### config.mk
export PLATFORM = sky130hd
export DESIGN_NAME = mem_port_arbiter
export DESIGN_NICKNAME = d
export VERILOG_FILES = /design/src/rtl/mem_port_arbiter.sv
export SDC_FILE = /design/constraint.sdc
export NUM_CORES = 1
export LEC_CHECK = 0
export CAP_MARGIN = 0
export CORE_AREA = 2 2 205 207
export CTS_CLUSTER_SIZE = 30
export DETAILED_ROUTE_END_ITERATION = 6
export DIE_AREA = 0 0 207 209
export PLACE_DENSITY = 0.43
export SYNTH_ARGS = -nofsm -noshare
export SYNTH_HDL_FRONTEND = slang
export SYNTH_SLANG_ARGS = --single-unit
### constraint.sdc
create_clock -name clk -period 2.34 [get_ports clk]
set_clock_uncertainty 0.15 [all_clocks]
set_input_delay 0.468 -clock clk [delete_from_list [all_inputs] [get_ports clk]]
set_output_delay 0.468 -clock clk [all_outputs]
set_load 0.1 [all_outputs]
### src/rtl/mem_port_arbiter.sv
// Single-port memory arbiter shared by instruction fetch and load/store.
// LS has priority; a starvation counter bounds how long fetch can wait.
module mem_port_arbiter #(
    parameter int ADDR_W     = 64,
    parameter int DATA_W     = 64,
    parameter int MEM_LAT    = 2,
    parameter int STARVE_MAX = 4
) (
    input  logic              clk,
    input  logic              reset,
    input  logic              if_req,
    input  logic [ADDR_W-1:0] if_addr,
    output logic              if_gnt,
    output logic              if_rvalid,
    output logic [DATA_W-1:0] if_rdata,
    input  logic              ls_req,
    input  logic              ls_we,
    input  logic [ADDR_W-1:0] ls_addr,
    input  logic [DATA_W-1:0] ls_wdata,
    output logic              ls_gnt,
    output logic              ls_rvalid,
    output logic [DATA_W-1:0] ls_rdata,
    output logic              mem_en,
    output logic              mem_we,
    output logic [ADDR_W-1:0] mem_addr,
    output logic [DATA_W-1:0] mem_wdata,
    input  logic [DATA_W-1:0] mem_rdata,
    output logic              busy
);

    localparam int LAT_W = $clog2(MEM_LAT + 1);
    localparam int STV_W = $clog2(STARVE_MAX + 1);

    typedef enum logic {
        S_IDLE,
        S_WAIT
    } state_e;

    state_e             state_q, state_d;
    logic [LAT_W-1:0]   lat_cnt_q, lat_cnt_d;
    logic [STV_W-1:0]   starve_q, starve_d;
    logic               owner_q, owner_d;

    logic               resp;
    logic               can_issue;
    logic               pick_if;
    logic               pick_ls;

    // State, latency counter, starvation counter and slot owner (1 = LS)
    always_ff @(posedge clk or posedge reset) begin
        if (reset) begin
            state_q   <= S_IDLE;
            lat_cnt_q <= '0;
            starve_q  <= '0;
            owner_q   <= 1'b0;
        end else begin
            state_q   <= state_d;
            lat_cnt_q <= lat_cnt_d;
            starve_q  <= starve_d;
            owner_q   <= owner_d;
        end
    end

    // Arbitration, next state, memory-side mux and response routing
    always_comb begin
        state_d   = state_q;
        lat_cnt_d = lat_cnt_q;
        starve_d  = starve_q;
        owner_d   = owner_q;
        if_gnt    = 1'b0;
        ls_gnt    = 1'b0;
        mem_en    = 1'b0;
        mem_we    = 1'b0;
        mem_addr  = '0;
        mem_wdata = '0;
        if_rvalid = 1'b0;
        ls_rvalid = 1'b0;
        if_rdata  = '0;
        ls_rdata  = '0;

        resp = (state_q == S_WAIT)
            && (lat_cnt_q == LAT_W'(MEM_LAT));
        // Grants are suppressed while reset is held so nothing issues
        // against a memory whose response would be dropped.
        can_issue = !reset && ((state_q == S_IDLE) || resp);
        pick_if = if_req
            && (!ls_req || (starve_q == STV_W'(STARVE_MAX)));
        pick_ls = ls_req && !pick_if;

        if_gnt = can_issue && pick_if;
        ls_gnt = can_issue && pick_ls;
        busy   = (state_q == S_WAIT);

        if (state_q == S_WAIT) begin
            if (resp) begin
                state_d = S_IDLE;
            end else begin
                lat_cnt_d = lat_cnt_q + LAT_W'(1);
            end
        end

        if (resp) begin
            if (owner_q) begin
                ls_rvalid = 1'b1;
                ls_rdata  = mem_rdata;
            end else begin
                if_rvalid = 1'b1;
                if_rdata  = mem_rdata;
            end
        end

        if (ls_gnt) begin
            mem_en    = 1'b1;
            mem_we    = ls_we;
            mem_addr  = ls_addr;
            mem_wdata = ls_wdata;
        end else if (if_gnt) begin
            mem_en    = 1'b1;
            mem_addr  = if_addr;
        end

        if (if_gnt || ls_gnt) begin
            state_d   = S_WAIT;
            lat_cnt_d = LAT_W'(1);
            owner_d   = ls_gnt;
        end

        if (if_gnt) begin
            starve_d = '0;
        end else if (ls_gnt) begin
            if (!if_req) begin
                starve_d = '0;
            end else if (starve_q != STV_W'(STARVE_MAX)) begin
                starve_d = starve_q + STV_W'(1);
            end
        end
    end

endmodule

==> results of run 1 <==
Yosys cell counts:
master and n:
buf_4 4, nor3_1 2, or2_2 1, or4_1 1, and2_1 193, o21bai_1 1
nor2_1 4, mux2i_1 1, ha_1 3, buf_2 5, and3_1 1, nand3_1 129
nand4_1 1, a21bo_2 1, nor2b_1 1, inv_1 7, o22ai_1 1, a2111o_1 1
a211oi_1 1, a2111oi_4 1, o21ai_0 1, dfrtp_1 7, nand2_1 3, o22a_1 1
o221ai_1 1, a21oi_1 64, xnor2_1 1, clkbuf_1 40, buf_1 9
layout make-up:
cell class              count  area share (%)
diodes                      3         0.04852
clock buffers               4          0.5095
inverters                   7          0.1698
multi-input cells         414           29.51
flip-flops and latches      7           1.156
well taps                 539           4.359
repair buffers            653           64.25
per-layer routing:
layer  track usage [%]  wire length (um)  vias up
met5                 0                 0        -
met4             3.498               649        0
met3             3.096              1981       37
met2             26.82             18260      275
met1             16.37             12170     2845
li1                  -                 -     2842
sequential cells by signal, indices dropped and copies added, names as in the netlist:
name and cells:
starve_q 3, lat_cnt_q 2, busy 1, owner_q 1
worst paths after layout:
check	startpoint	endpoint	slack [ns]	cells after the start
max	starve_q[0]$_DFFE_PP0P_	mem_wdata[41]	-0.36	9
min	reset	starve_q[2]$_DFFE_PP0P_	0.40	3
max reg2reg	busy$_DFF_PP0_	starve_q[2]$_DFFE_PP0P_	0.59	6
min reg2reg	lat_cnt_q[1]$_DFFE_PP0P_	lat_cnt_q[1]$_DFFE_PP0P_	0.45	2
max in group asynchronous	reset	busy$_DFF_PP0_	1.38	3
min in group clk	lat_cnt_q[1]$_DFFE_PP0P_	lat_cnt_q[1]$_DFFE_PP0P_	0.45	2
worst register-to-register path, cell delays in order (launching register included):
cell and delay, ns:
dfrtp_4 0.50, nor2b_4 0.16, buf_12 0.12, buf_4 0.16
nor3_4 0.24, buf_4 0.18, o221ai_1 0.11
power by group through the flow:
stage / clock network, mW / registers (mW) / logic (mW)
final: 0.293 / 0.245 / 12.9
after global routing: 0.307 / 0.254 / 13.3
after CTS: 0.304 / 0.240 / 13.2
after detailed placement: 0 / 0.231 / 10.9
after global placement: 0 / 0.228 / 10.9
after floorplan: 0 / 0.276 / 6.73
cell families after synthesis:
| family | share of synthesized area [%] |
|---|---|
| buffers and inverters | 9.368 |
| adder cells (fa/ha/maj) | 1.326 |
| AO/OA/AOI/OAI | 14.58 |
| XOR/XNOR | 0.3094 |
| AND/OR/NAND/NOR | 67.88 |
| multiplexers | 0.3535 |
| flip-flops | 6.187 |
cell usage in the layout, fill, tap and decap left out, drive strengths merged, types with 4 or more instances in the layout:
| cell type | count |
|---|---|
| dfrtp | 7 |
| a21oi | 64 |
| clkdlybuf4s50 | 257 |
| clkbuf | 6 |
| nand3 | 129 |
| buf | 393 |
| nor2 | 4 |
| inv | 7 |
| and2 | 193 |
through the flow:
step                TNS (ns)  instance area [um^2]
detailed placement    -29.96                 12940
global placement      -28.88                 12940
floorplan             -34.55                  4141
CTS                   -62.60                 15340
global route          -62.64                 15470
finish                -42.12                 15470
repair_timing:
action	4_1_cts	5_1_grt
resized for setup	200	95
cloned	32	3
endpoints found under the setup margin	256	262
buffers inserted	54	15
pin swaps	106	74
hold buffers	0	0
==> reports/qor.yml, run 1 <==
placement:
  place_hpwl_mm: 24.77
  port_buffers: 523
  place_ws_ns: -0.2854
  dp_cells: 1545
  routabilityCongestion: 0.7737
final_layout:
  finish.utilization_pct: 37.47
  final-seq-area_um2: 178.9
  drive_above_1_share_pct: 70.69
  syn2layout_area_growth_pct: 446.4
  fin_nets: 1350
  fin_cells: 1627
  filler_cell_count: 3929
  multi_input_area_um2: 4566
sta:
  setup_viol: 251
  fmax_mhz: 371.0
  hold_violations: 0
  timing.final.crit_share_pct: 115.2
  worst_slack_ns: -0.3555
  min_period_ns: 2.696
  slew_headroom_pct: 78.08
  final-max-slew-violation-count: 0
  whs_ns: 0.3996
  rsz0062_at_grt: "true"
  worst-slew-pin-transition_ns: 0.3288
status:
  outcome: "finished with violations"
  violations: "negative setup slack"
power:
  powerDensity_nw_per_um2: 865.8
  swShare_pct: 56.87
  pwr-share-clk_pct: 2.2
  p_int_mw: 5.777
  vdd_drop_max_v: 0.0004020
  power_mw: 13.40
  pwr-share-seq_pct: 1.8
  power.leakage_nw: 5.805
  p_sw_mw: 7.618
  comb_power_share_pct: 96.0
critical_path:
  cp_slowest_cell: "dfrtp_1"
  cp_max_fo: 14
  critPathMaxStageDelay_ns: 0.35
  cpLargestDelayFamily: "buffers and inverters"
  path_class: "flop to output pin"
  path_buf_inv: 5
  crit_top_cell: "buf_12"
  worstPathRequired_ns: 1.72
  end_kind: "output pin"
  crit_path_start_kind: "flop"
  path_cells: "inv_2 -> ha_4 -> a21bo_4 -> a2111oi_4 -> buf_6 -> buf_12 -> buf_12 -> and2_4 -> buf_12"
  cp.arrival_ns: 2.08
clocking:
  cts_sinks: 7
  clk_pin_slew_worst_paths_ns: 0.04
  clkLatencyLatePin_ns: 0.23
  cts_buffers: 3
  htreeDepth: 1
  clock_tree.root_cell: "clkbuf_16"
  cts_tree: "built"
  clk_path_buf_depth: 2
synthesis:
  syn_nets: 750
  yosysTopAreaCell: "and2_1"
  synth_area_leaders: "and2_1 (43%), nand3_1 (23%), a21oi_1 (11%)"
  avgSynthCellArea_um2: 5.826
  ys_seq_area_share_pct: 6.186
  ys_warn_count: 0
  postSynthCellCount: 486
  yosys_register_bits: 7
  synth_top_cell_area_share_pct: 42.64
  synth_cell_type_count: 29
  syn_area_um2: 2831
die:
  initial_utilization_pct: 6.858
  dieWidth_um: 207
  die-area_um2: 43260
  rows: 75
  ioPinCount: 524
  dieHeight_um: 209
  core_area_um2: 41290
grt:
  grt_max_degree: 68
  antenna_found_initial: 7
  grt.total_usage_pct: 14.31
  overflow: 0
  grt_pass1_vias: 6341
  grt_pass1_wl_mm: 45.98
detailed_routing:
  drt-initial-drc-count: 151
  viasPerCell: 3.687
  ant_nets: 0
  routed_wirelength_mm: 33.05
  drc: 0
  avgRoutedWirePerCell_um: 20.32
  num_vias: 5999
  firstDrtPassIters: 4
job:
  cap_violations: 0
min_path:
  hp-class: "input port to asynchronous set/reset pin"
Note: power is estimated with default switching activity, not from simulation.
==> run 2, diff against run 1 <==
CELL_PAD_IN_SITES_DETAIL_PLACEMENT = 2   (was unset)
CELL_PAD_IN_SITES_GLOBAL_PLACEMENT = 2   (was unset)
CORE_AREA = 5 5 202 204   (was 2 2 205 207)
HOLD_SLACK_MARGIN = 0.05   (was unset)
PLACE_DENSITY = 0.92   (was 0.43)
==> run 2 against run 1 <==
The run still ends with negative setup slack left. Sequential share of layout area is 0.12 points higher. Sequential power hardly changed. Combinational power is 5% lower. Clock-buffer cell count stayed put. Core utilization is 1.6 points lower. First-iteration DRC count is 26% higher. Largest power group unchanged. Hold slack better by 0.067 ns. Final area is 9.3% lower. Worst setup slack worse by 0.12 ns. Clock power is 2% higher.
==> reports/qor.yml, run 2 (synthesized netlist as in run 1, its figures left out) <==
sta:
  setup_viol: 256
  worst-slew-pin-transition_ns: 0.3744
  worst_slack_ns: -0.4725
  slew_headroom_pct: 74.95
  final-max-slew-violation-count: 0
  fmax_mhz: 355.6
  rsz0062_at_grt: "true"
  min_period_ns: 2.812
  hold_violations: 0
  timing.final.crit_share_pct: 120.2
power:
  pwr-share-seq_pct: 1.9
  comb_power_share_pct: 95.8
  p_int_mw: 5.284
  pwr-share-clk_pct: 2.3
  p_sw_mw: 7.567
  power_mw: 12.85
  vdd_drop_max_v: 0.0004364
  swShare_pct: 58.88
  power.leakage_nw: 5.364
  powerDensity_nw_per_um2: 915.9
detailed_routing:
  drc: 0
  drt-initial-drc-count: 190
  num_vias: 6191
  firstDrtPassIters: 4
  ant_nets: 0
  viasPerCell: 3.874
  avgRoutedWirePerCell_um: 25.41
  routed_wirelength_mm: 40.61
clocking:
  clk_pin_slew_worst_paths_ns: 0.04
  cts_tree: "built"
  clock_tree.root_cell: "clkbuf_16"
  cts_buffers: 3
  htreeDepth: 1
  clkLatencyLatePin_ns: 0.23
  clk_path_buf_depth: 2
  cts_sinks: 7
final_layout:
  finish.utilization_pct: 35.89
  fin_nets: 1327
  fin_area_um2: 14030
  multi_input_area_um2: 3709
  largestRegisters: "starve_q x3, lat_cnt_q x2"
  final_common_cell: "buf_12"
  layout_common_cells: "buf_12 (287), clkdlybuf4s50_1 (257), and2_4 (193), nand3_1 (124), a21oi_4 (64)"
  syn2layout_area_growth_pct: 395.5
  regMostFlops: "starve_q"
  final-seq-area_um2: 178.9
  drive_above_1_share_pct: 61.39
  largest_reg_flops: 3
  fin_cells: 1598
  filler_cell_count: 4060
die:
  dieHeight_um: 209
  core_area_um2: 39090
  die-area_um2: 43260
  dieWidth_um: 207
  ioPinCount: 524
  initial_utilization_pct: 7.243
  rows: 73
grt:
  grt_max_degree: 66
  overflow: 0
  grt_pass1_vias: 7042
  grt.total_usage_pct: 15.92
  antenna_found_initial: 14
  grt_pass1_wl_mm: 52.39
placement:
  dpl-instance-area_um2: 12950
  dp_cells: 1537
  port_buffers: 523
  place_hpwl_mm: 31.82
  place_ws_ns: -0.4326
  routabilityCongestion: 0.8331
critical_path:
  path_class: "flop to output pin"
  cp_max_fo: 9
  end_kind: "output pin"
  cp.arrival_ns: 2.19
  crit_path_start_kind: "flop"
  rr_worst_depth: 8
  worstPathRequired_ns: 1.72
min_path:
  hp-class: "flop to flop"
  min_path_cells: 2
job:
  cap_violations: 0
status:
  violations: "negative setup slack"
  outcome: "finished with violations"
-- run 2: routing by layer --
layer  GRT usage, %  share of wire (%)  wire [um]
met4          5.244                3.1       1250
met2          31.08                 57      22950
met3          4.068                5.8       2368
met1          16.46                 35      14030
met5              0              0.027         11
-- run 2: power groups by stage --
stage	combinational [mW]	clock (mW)	sequential, mW
2_1_floorplan	6.73	0	0.276
4_1_cts	11.5	0.303	0.237
6_report	12.3	0.298	0.243
3_3_place_gp	10.8	0	0.222
3_5_place_dp	11.1	0	0.232
5_1_grt	12.6	0.314	0.250
-- run 2: worst max-delay path, cell delays in order, from the launching register on --
cell,delay (ns)
dfrtp_1,0.39
inv_2,0.07
ha_4,0.17
a21bo_4,0.22
a2111oi_4,0.34
buf_6,0.24
buf_12,0.16
and2_4,0.18
buf_12,0.17
-- run 2: path summary, 6_finish.rpt --
path	from	end	slack, ns
worst max-delay path	starve_q[1]$_DFFE_PP0P_	mem_wdata[24]	-0.47
worst min-delay path	lat_cnt_q[1]$_DFFE_PP0P_	lat_cnt_q[1]$_DFFE_PP0P_	0.47
worst max register to register	lat_cnt_q[0]$_DFFE_PP0P_	owner_q$_DFFE_PP0P_	0.47
worst min register to register	lat_cnt_q[1]$_DFFE_PP0P_	lat_cnt_q[1]$_DFFE_PP0P_	0.47
max in group asynchronous	reset	busy$_DFF_PP0_	1.30
min in group asynchronous	reset	starve_q[2]$_DFFE_PP0P_	0.48
-- run 2: area by class of cell --
| class | count | share of cell area [%] |
|---|---|---|
| Inverter | 7 | 0.1873 |
| Tap cell | 525 | 4.682 |
| Sequential cell | 7 | 1.275 |
| Timing Repair Buffer | 629 | 66.67 |
| Antenna cell | 11 | 0.1962 |
| Clock buffer | 4 | 0.5618 |
| Multi-Input combinational cell | 415 | 26.43 |
-- run 2: through the flow --
stage          hold slack, ns  setup TNS (ns)
2_1_floorplan          0.1214          -34.55
3_3_place_gp           0.3951          -32.18
3_5_place_dp           0.4257          -40.42
4_1_cts                0.4337          -57.76
5_1_grt                0.5125          -78.98
6_report               0.4670          -60.68
-- run 2: what timing repair did --
action	4_1_cts	5_1_grt
endpoints found under the setup margin	259	262
gates resized for setup	32	51
setup buffers	7	16
cloned	7	18
hold buffers	0	0
pin swaps	17	41
